<file path="config.mk">
export PLATFORM = sky130hd
export DESIGN_NAME = data_sync
export DESIGN_NICKNAME = d
export VERILOG_FILES = /design/src/rtl/data_sync_pkg.sv /design/src/rtl/data_sync_chain.sv /design/src/rtl/data_sync.sv
export SDC_FILE = /design/constraint.sdc
export NUM_CORES = 1
export LEC_CHECK = 0
export ABC_AREA = 1
export CELL_PAD_IN_SITES_DETAIL_PLACEMENT = 1
export CELL_PAD_IN_SITES_GLOBAL_PLACEMENT = 2
export CORE_UTILIZATION = 21
export CTS_BUF_LIST = sky130_fd_sc_hd__clkbuf_4
export CTS_CLUSTER_SIZE = 24
export DETAILED_ROUTE_END_ITERATION = 16
export HOLD_SLACK_MARGIN = 0.03
export PLACE_DENSITY = 0.85
export SLEW_MARGIN = 20
export SYNTH_ARGS = -nofsm -noshare
export SYNTH_HDL_FRONTEND = slang
export SYNTH_SLANG_ARGS = --single-unit
</file>
<file path="constraint.sdc">
create_clock -name CLK -period 1.1 [get_ports CLK]
set_input_delay 0.165 -clock CLK [delete_from_list [all_inputs] [get_ports CLK]]
set_output_delay 0.165 -clock CLK [all_outputs]
set_load 0.005 [all_outputs]
</file>
<file path="src/rtl/data_sync_pkg.sv">
// Shared constants and helpers for the data_sync bus synchronizer.
// Optional feature macro: DATA_SYNC_PARITY_EN (adds the sync_parity output).
package data_sync_pkg;

  localparam int DATA_SYNC_DEF_STAGES = 2;
  localparam int DATA_SYNC_DEF_WIDTH  = 8;
  localparam int DATA_SYNC_MIN_STAGES = 2;
  localparam int DATA_SYNC_MAX_STAGES = 8;
  localparam int DATA_SYNC_MAX_WIDTH  = 64;

  // True when a requested synchronizer depth is within the supported bounds.
  function automatic logic stages_in_range(input int n);
    return (n >= DATA_SYNC_MIN_STAGES) && (n <= DATA_SYNC_MAX_STAGES);
  endfunction

  // XOR reduction of a bus; narrower buses are zero-extended by the caller.
  function automatic logic bus_parity(input logic [DATA_SYNC_MAX_WIDTH-1:0] v);
    return ^v;
  endfunction

endpackage : data_sync_pkg

</file>
<file path="src/rtl/data_sync_chain.sv">
// Single-bit multi-flop synchronizer chain, reusable for any level crossing.
// Stage 0 samples d, each later stage samples its predecessor, q is the last.
module sync_chain
  import data_sync_pkg::*;
#(
  parameter int NUM_STAGES = DATA_SYNC_DEF_STAGES
) (
  input  logic CLK,
  input  logic RST,
  input  logic d,
  output logic q
);

  logic [NUM_STAGES-1:0] stage_r;

  generate
    if (!stages_in_range(NUM_STAGES)) begin : g_bad_stages
      $error("sync_chain: NUM_STAGES=%0d outside %0d..%0d",
             NUM_STAGES, DATA_SYNC_MIN_STAGES, DATA_SYNC_MAX_STAGES);
    end
  endgenerate

  // Shift the asynchronous input through the flop chain, no logic between stages.
  always_ff @(posedge CLK) begin
    if (RST) begin
      stage_r <= {NUM_STAGES{1'b0}};
    end else begin
      stage_r <= {stage_r[NUM_STAGES-2:0], d};
    end
  end

  assign q = stage_r[NUM_STAGES-1];

endmodule : sync_chain

</file>
<file path="src/rtl/data_sync.sv">
// Bus synchronizer: a qualifier crosses via sync_chain, its rising edge loads
// the quasi-static source bus into a destination-domain register.
// Optional feature macro: DATA_SYNC_PARITY_EN adds sync_parity, the XOR of
// the loaded bus, updated and held together with sync_bus.
module data_sync
  import data_sync_pkg::*;
#(
  parameter int NUM_STAGES = DATA_SYNC_DEF_STAGES,
  parameter int BUS_WIDTH  = DATA_SYNC_DEF_WIDTH
) (
  input  logic                 CLK,
  input  logic                 RST,
  input  logic [BUS_WIDTH-1:0] unsync_bus,
  input  logic                 bus_enable,
`ifdef DATA_SYNC_PARITY_EN
  output logic                 sync_parity,
`endif
  output logic [BUS_WIDTH-1:0] sync_bus,
  output logic                 enable_pulse_d
);

  logic en_sync_s;
  logic pulse_gen_r;
  logic enable_pulse_s;

  generate
    if (!stages_in_range(NUM_STAGES)) begin : g_bad_stages
      $error("data_sync: NUM_STAGES=%0d outside %0d..%0d",
             NUM_STAGES, DATA_SYNC_MIN_STAGES, DATA_SYNC_MAX_STAGES);
    end
    if ((BUS_WIDTH < 1) || (BUS_WIDTH > DATA_SYNC_MAX_WIDTH)) begin : g_bad_width
      $error("data_sync: BUS_WIDTH=%0d outside 1..%0d", BUS_WIDTH, DATA_SYNC_MAX_WIDTH);
    end
  endgenerate

  sync_chain #(
    .NUM_STAGES (NUM_STAGES)
  ) u_enable_chain (
    .CLK (CLK),
    .RST (RST),
    .d   (bus_enable),
    .q   (en_sync_s)
  );

  // Remember the previous synchronized enable so only its rising edge counts.
  always_ff @(posedge CLK) begin
    if (RST) begin
      pulse_gen_r <= 1'b0;
    end else begin
      pulse_gen_r <= en_sync_s;
    end
  end

  assign enable_pulse_s = en_sync_s & ~pulse_gen_r;

  // Load the bus on the enable edge, otherwise recirculate; pulse follows the load.
  always_ff @(posedge CLK) begin
    if (RST) begin
      sync_bus       <= {BUS_WIDTH{1'b0}};
      enable_pulse_d <= 1'b0;
    end else begin
      enable_pulse_d <= enable_pulse_s;
      if (enable_pulse_s) begin
        sync_bus <= unsync_bus;
      end else begin
        sync_bus <= sync_bus;
      end
    end
  end

`ifdef DATA_SYNC_PARITY_EN
  // Parity of the captured word, loaded and held in lockstep with sync_bus.
  always_ff @(posedge CLK) begin
    if (RST) begin
      sync_parity <= 1'b0;
    end else if (enable_pulse_s) begin
      sync_parity <= bus_parity(DATA_SYNC_MAX_WIDTH'(unsync_bus));
    end else begin
      sync_parity <= sync_parity;
    end
  end
`endif

endmodule : data_sync

</file>
[Word-level counts from Yosys, hierarchy flattened]
Index checks and enable logic that the tools add are counted.
Operators by class
  bitwise logic cells: 2
Operators by type and width (number)
  $and 1x1->1: 1
  $not 1->1: 1
Word-level totals
  output and inout port bits: 9
  word-level logic and storage cells: 6
  bits in registers: 12
  input port bits: 11

[Depth between registers and ports, before layout]
Gate-level depths: netlist of run 1.
  depth in word-level cells: 2
  gate-level depth with buffers: 5
  mapped depth without buffers: 4

[Cells and area by module]
From an unflattened synthesis of run 1, not the netlist that was laid out.
Second synthesis, totals
  cell total of the unflattened synthesis: 63
  area, all modules: 457.9 um^2
By module, submodules not included
  data_sync: cells each 57, sequential area each 200.2 um^2, area each 402.9 um^2, times used 1
  sync_chain: cells each 6, sequential area each 40.0 um^2, area each 55.1 um^2, times used 1

[Least setup slack after synthesis of run 1]
No wires, ideal clock.
  path kind: flip-flop to flip-flop
  start point: register u_enable_chain.stage_r[1]
  end point: register sync_bus[0]
  required time: 1036 ps
  setup time: 64 ps
  arrival: 732 ps
  buffers on the path: 1
  path slack: 304 ps
  period minus slack after synthesis: 796 ps
  stages on the path, launching flop included: 6
  cells stage by stage: dfxtp_1 > buf_6 > inv_2 > nor2_4 > nor2_1 > nor2_1
Between the ends
  longest elaborated chain between the ends: 1
Ends and longest elaborated chain
  start: declaration: line data_sync_chain.sv:14  | logic [NUM_STAGES-1:0] stage_r;
  start signal: assignment: line data_sync_chain.sv:26  | stage_r <= {NUM_STAGES{1'b0}};
  start signal: assignment: line data_sync_chain.sv:28  | stage_r <= {stage_r[NUM_STAGES-2:0], d};
  $and 1x1->1: line data_sync.sv:54  | assign enable_pulse_s = en_sync_s & ~pulse_gen_r;
  end signal: assignment: line data_sync.sv:59  | sync_bus <= {BUS_WIDTH{1'b0}};
  end signal: assignment: line data_sync.sv:64  | sync_bus <= unsync_bus;
  end signal: assignment: line data_sync.sv:66  | sync_bus <= sync_bus;
  end: declaration: line data_sync.sv:18  | output logic [BUS_WIDTH-1:0] sync_bus,
Every way passes these cells.
A chain may end at the register's enable or synchronous reset.

[Worst setup path after layout of run 1]
  start point: register sync_bus[1]
  end point: output sync_bus[1]
No word-level cell between the ends.

==> flow_summary.toml, run 1 <==
[run_status]
status = "finished, final reports clean"

[routing]
routedWlPerCell_um = 8.99
wl_um = 1030
dr.pass1.iters = 3
antenna_left = 0
avgViaCountPerCell = 3.85
drc = 0
drt_iter0_markers = 12
vias = 439

[clock_network]
cts-buffers-inserted = 3
root_buffer = "clkbuf_4"
clock_sinks = 12
cts_tree = "done"
cts_setup_buffers = 0
clockBufferDepth = 2
clock_latency_ps = 260
clk_pin_slew_ps = 80
htreeDepth = 1

[global_route]
grt_pass1_vias = 444
track_usage_pct = 10.8
gr-total-overflow = 0
grt_max_degree = 9
antenna_found_initial = 0
grt_pass1_wl_um = 1860

[worst_setup_path]
slowest_stage = "dfxtp_2"
cp.arrival_ps = 830
crit_fanout = 2
end_kind = "output port"
required_ps = 940
startpoint_type = "register"
cp_num_buf_inv = 1
path_delay_family = "flip-flops"
slowest_delay_ps = 320
worstPathCellList = "dlygate4sd2_1"
critPathKind = "reg -> out"

[sta]
setup_ws_ps = 101
hold_viol_final = 0
tightest_slew_ps = 257
fin_skew_ps = 2.11
slew_viol_final = 0
rsz0062_at_grt = "no"
min_period_ps = 999
max_slew_margin_pct = 82.9
fmax_mhz = 1000
setup_viol = 0
tns_ps = 0
period_share_pct = 90.8

[floorplan]
initial_core_util_pct = 22.9
dieArea_sq_mm = 0.00237
io_pins = 20
rows = 16
die-width_um = 48.7
core_area_sq_mm = 0.00200
die_y_um = 48.7

[power]
power.density_mw_per_mm2 = 1220
total_power_uw = 856
power_leakage_nw = 0.360
vdd_drop_max_mv = 0.694

[min_path]
hp-class = "in -> reg"

[yosys]
syn-num-nets = 74
synth_area_sq_um = 458
yosys.cell_types.count = 9
ys_seq_area_share_pct = 52.5
netlist_instances = 63
yosysWarnings = 0
syn-mean-instance-area_sq_um = 7.27
synth-seq-cells = 12

[placement]
dp_hpwl_um = 779
pre_cts_ws_ps = 26.6
portBuffers = 19
place_congestion = 0.687

[finish]
n_antenna_cell = 0
area_growth_pct = 53.3
final_util_pct = 35.1
drive_gt1_share_pct = 10.3
nNetsFinal = 99
fillCellCount = 263

[run]
maxCapViolCount = 0
-- logic make-up (layout without fill, tap and decap cells) --
logic type | count (synthesis) | after routing | synth area share [%]
flops | 12 | 12 | 52.5
buf+inv | 14 | 38 | 13.1
simple gates | 37 | 37 | 34.4
-- flip-flops by register name, summed over array words and instances, names as in the netlist --
signal                  cells
enable_pulse_d              1
pulse_gen_r                 1
u_enable_chain.stage_r      2
sync_bus                    8
-- report_power, final --
group,switching (mW),leakage (nW),internal [mW]
Clock,0.141,0.0154,0.131
Combinational,0.0505,0.246,0.0697
Sequential,0.00919,0.0987,0.455
Total,0.200,0.360,0.656
-- cell type report --
type,instances,area (sq um),share of cell area [%]
well taps,27,33.8,4.81
multi-input cells,37,158,22.5
clock buffers,3,22.5,3.21
inverters,13,48.8,6.95
flip-flops and latches,12,241,34.4
clock inverters,1,3.75,0.535
repair buffers,21,194,27.6
-- path summary, 6_finish.rpt --
check                                               start                   endpoint  slack (ps)  cells after the start
worst max-delay path                          sync_bus[1]                sync_bus[1]         100                      1
worst min-delay path                           bus_enable  u_enable_chain.stage_r[0]         410                      3
worst max register to register  u_enable_chain.stage_r[1]                sync_bus[2]         280                      4
worst min register to register  u_enable_chain.stage_r[0]  u_enable_chain.stage_r[1]         420                      2
-- cell usage in the layout (no fill, tap or decap), drive strengths merged --
cell type / instances
dfxtp: 12
nor2: 20
nand2: 8
dlygate4sd2: 9
clkinv: 1
clkbuf: 3
buf: 2
nand3: 8
clkdlybuf4s50: 10
inv: 13
nor3: 1
-- Yosys cell counts, drive strengths merged --
master,count,area (sq um)
dfxtp,12,240
nand2,8,30.0
nor3,1,5.00
inv,13,48.8
nor2,20,82.6
buf,1,11.3
nand3,8,40.0
-- stage by stage --
stage                     instance area, sq um  hold WS, ps  cells
final                                      702          414    114
after CTS                                  702          409    114
after detailed placement                   686          400    110
after floorplan                            458          236     63
after global placement                     686          396    110
after global routing                       702          438    114
-- worst reg2reg max path, stage by stage, from the launching register on --
cell and delay, ps:
dfxtp_1 350, inv_2 60, nor2_4 180, nor2_1 60
nor2_1 100
-- per-layer routing --
metal | wire [um] | GRT usage (%) | up-vias
met4 | 11 | 7.35 | 0
met5 | 0 | 0 | -
met2 | 461 | 16.2 | 14
met1 | 464 | 11.5 | 188
met3 | 88 | 5.97 | 2
li1 | - | - | 235
-- repair_timing --
action	in CTS	in global routing
gates resized for setup	10	0
setup endpoints to repair	9	0
hold buffers	0	0
No activity file was read; power rests on OpenSTA's default activity.
==> run 2: changes to the inputs <==
--- a/constraint.sdc
+++ b/constraint.sdc
@@ -3,2 +3,2 @@
 set_output_delay 0.165 -clock CLK [all_outputs]
-set_load 0.005 [all_outputs]
+set_load 0.1 [all_outputs]
==> flow_summary.toml, run 2 (synthesized netlist as in run 1, its figures left out) <==
[worst_setup_path]
cp.arrival_ps = 840
path_delay_family = "flip-flops"
startpoint_type = "register"
end_kind = "output port"
required_ps = 940
worstPathCellList = "buf_12"
crit_fanout = 1
slowest_delay_ps = 370
critPathKind = "reg -> out"
cp_num_buf_inv = 1
slowest_stage = "dfxtp_1"

[floorplan]
dieArea_sq_mm = 0.00237
initial_core_util_pct = 22.9
core_area_sq_mm = 0.00200
io_pins = 20
rows = 16
die-width_um = 48.7
die_y_um = 48.7

[finish]
drive_gt1_share_pct = 28.7
layoutNonFillerInstCount = 114
nNetsFinal = 99
n_antenna_cell = 0
reg_top3 = "sync_bus: 8 flops, u_enable_chain.stage_r: 2 flops"
area_growth_pct = 77.3
largest_register_ffs = 8
top_register = "sync_bus"
fillCellCount = 249
final_common_cell = "nor2_1"
layout_common_cells = "nor2_1 (19), inv_1 (11), clkdlybuf4s50_1 (10), buf_12 (9)"

[clock_network]
clock_sinks = 12
clockBufferDepth = 2
root_buffer = "clkbuf_4"
htreeDepth = 1
post_cts_resize_count = 0
cts-buffers-inserted = 3
clock_latency_ps = 280
cts_tree = "done"
ctsHoldBuffers = 0
cts_setup_buffers = 0
clk_pin_slew_ps = 80

[placement]
dp_hpwl_um = 897
place_congestion = 0.696
portBuffers = 19
dp.cells = 110
pre_cts_ws_ps = 56.6

[sta]
whs_ps = 395
setup_viol = 0
max_slew_margin_pct = 84.8
tns_ps = 0
fin_skew_ps = 8.60
tightest_slew_ps = 227
fmax_mhz = 996
period_share_pct = 91.3
hold_viol_final = 0
setup_ws_ps = 95.8
rsz0062_at_grt = "no"
slew_viol_final = 0
min_period_ps = 1000

[routing]
drc = 0
drt_iter0_markers = 3
routedWlPerCell_um = 9.89
dr.pass1.iters = 2
vias = 461
wl_um = 1130
antenna_left = 0
avgViaCountPerCell = 4.04

[global_route]
gr-total-overflow = 0
grt_pass1_vias = 467
grt_max_degree = 9
track_usage_pct = 10.5
grt_pass1_wl_um = 1910
antenna_found_initial = 0

[power]
power.density_mw_per_mm2 = 1300
vdd_drop_max_mv = 0.482
power_leakage_nw = 0.369

[run_status]
status = "finished, final reports clean"

[min_path]
hp-class = "reg -> reg"

[run]
maxCapViolCount = 0
==> run 2: path summary, 6_finish.rpt <==
| path | from | end | slack [ps] | cells after the start |
|---|---|---|---|---|
| min | u_enable_chain.stage_r[0] | u_enable_chain.stage_r[1] | 400 | 2 |
| min reg2reg | u_enable_chain.stage_r[0] | u_enable_chain.stage_r[1] | 400 | 2 |
| max | enable_pulse_d | enable_pulse_d | 100 | 1 |
| max reg2reg | pulse_gen_r | sync_bus[5] | 240 | 4 |
==> run 2: final cells by class <==
type,instances,area [sq um],area share (%)
Inverter,13,48.8,6.01
Clock inverter,1,3.75,0.462
Tap cell,27,33.8,4.16
Multi-Input combinational cell,37,158,19.4
Clock buffer,3,22.5,2.77
Timing Repair Buffer,21,295,36.4
Sequential cell,12,250,30.8
==> run 2: metrics by stage <==
step                      power [mW]  util [%]  cell area (sq um)
final                           1.05      40.6                812
after global routing            1.09      40.6                812
after CTS                       1.07      40.6                812
after detailed placement       0.773      39.3                786
after global placement         0.769      39.3                786
after floorplan                0.647         -                468
==> run 2: layer usage <==
| metal | share of wire, % | vias to the layer above | track usage, % |
|---|---|---|---|
| li1 | - | 232 | - |
| met1 | 43 | 209 | 11.7 |
| met2 | 50 | 17 | 17.6 |
| met3 | 5.9 | 3 | 3.14 |
| met4 | 2.1 | 0 | 5.88 |
| met5 | 0 | - | 0 |
==> run 2: report_power, final <==
part           total (mW)  internal (mW)  switching [mW]
registers           0.478          0.458          0.0196
logic               0.283          0.115           0.167
clock network       0.292          0.132           0.160
total                1.05          0.705           0.347
==> run 2: worst register-to-register path, stage by stage (launching register included) <==
cell and delay [ps]:
dfxtp_1 430, inv_2 120, nand3_1 100, nand2_1 50
nor2_1 80
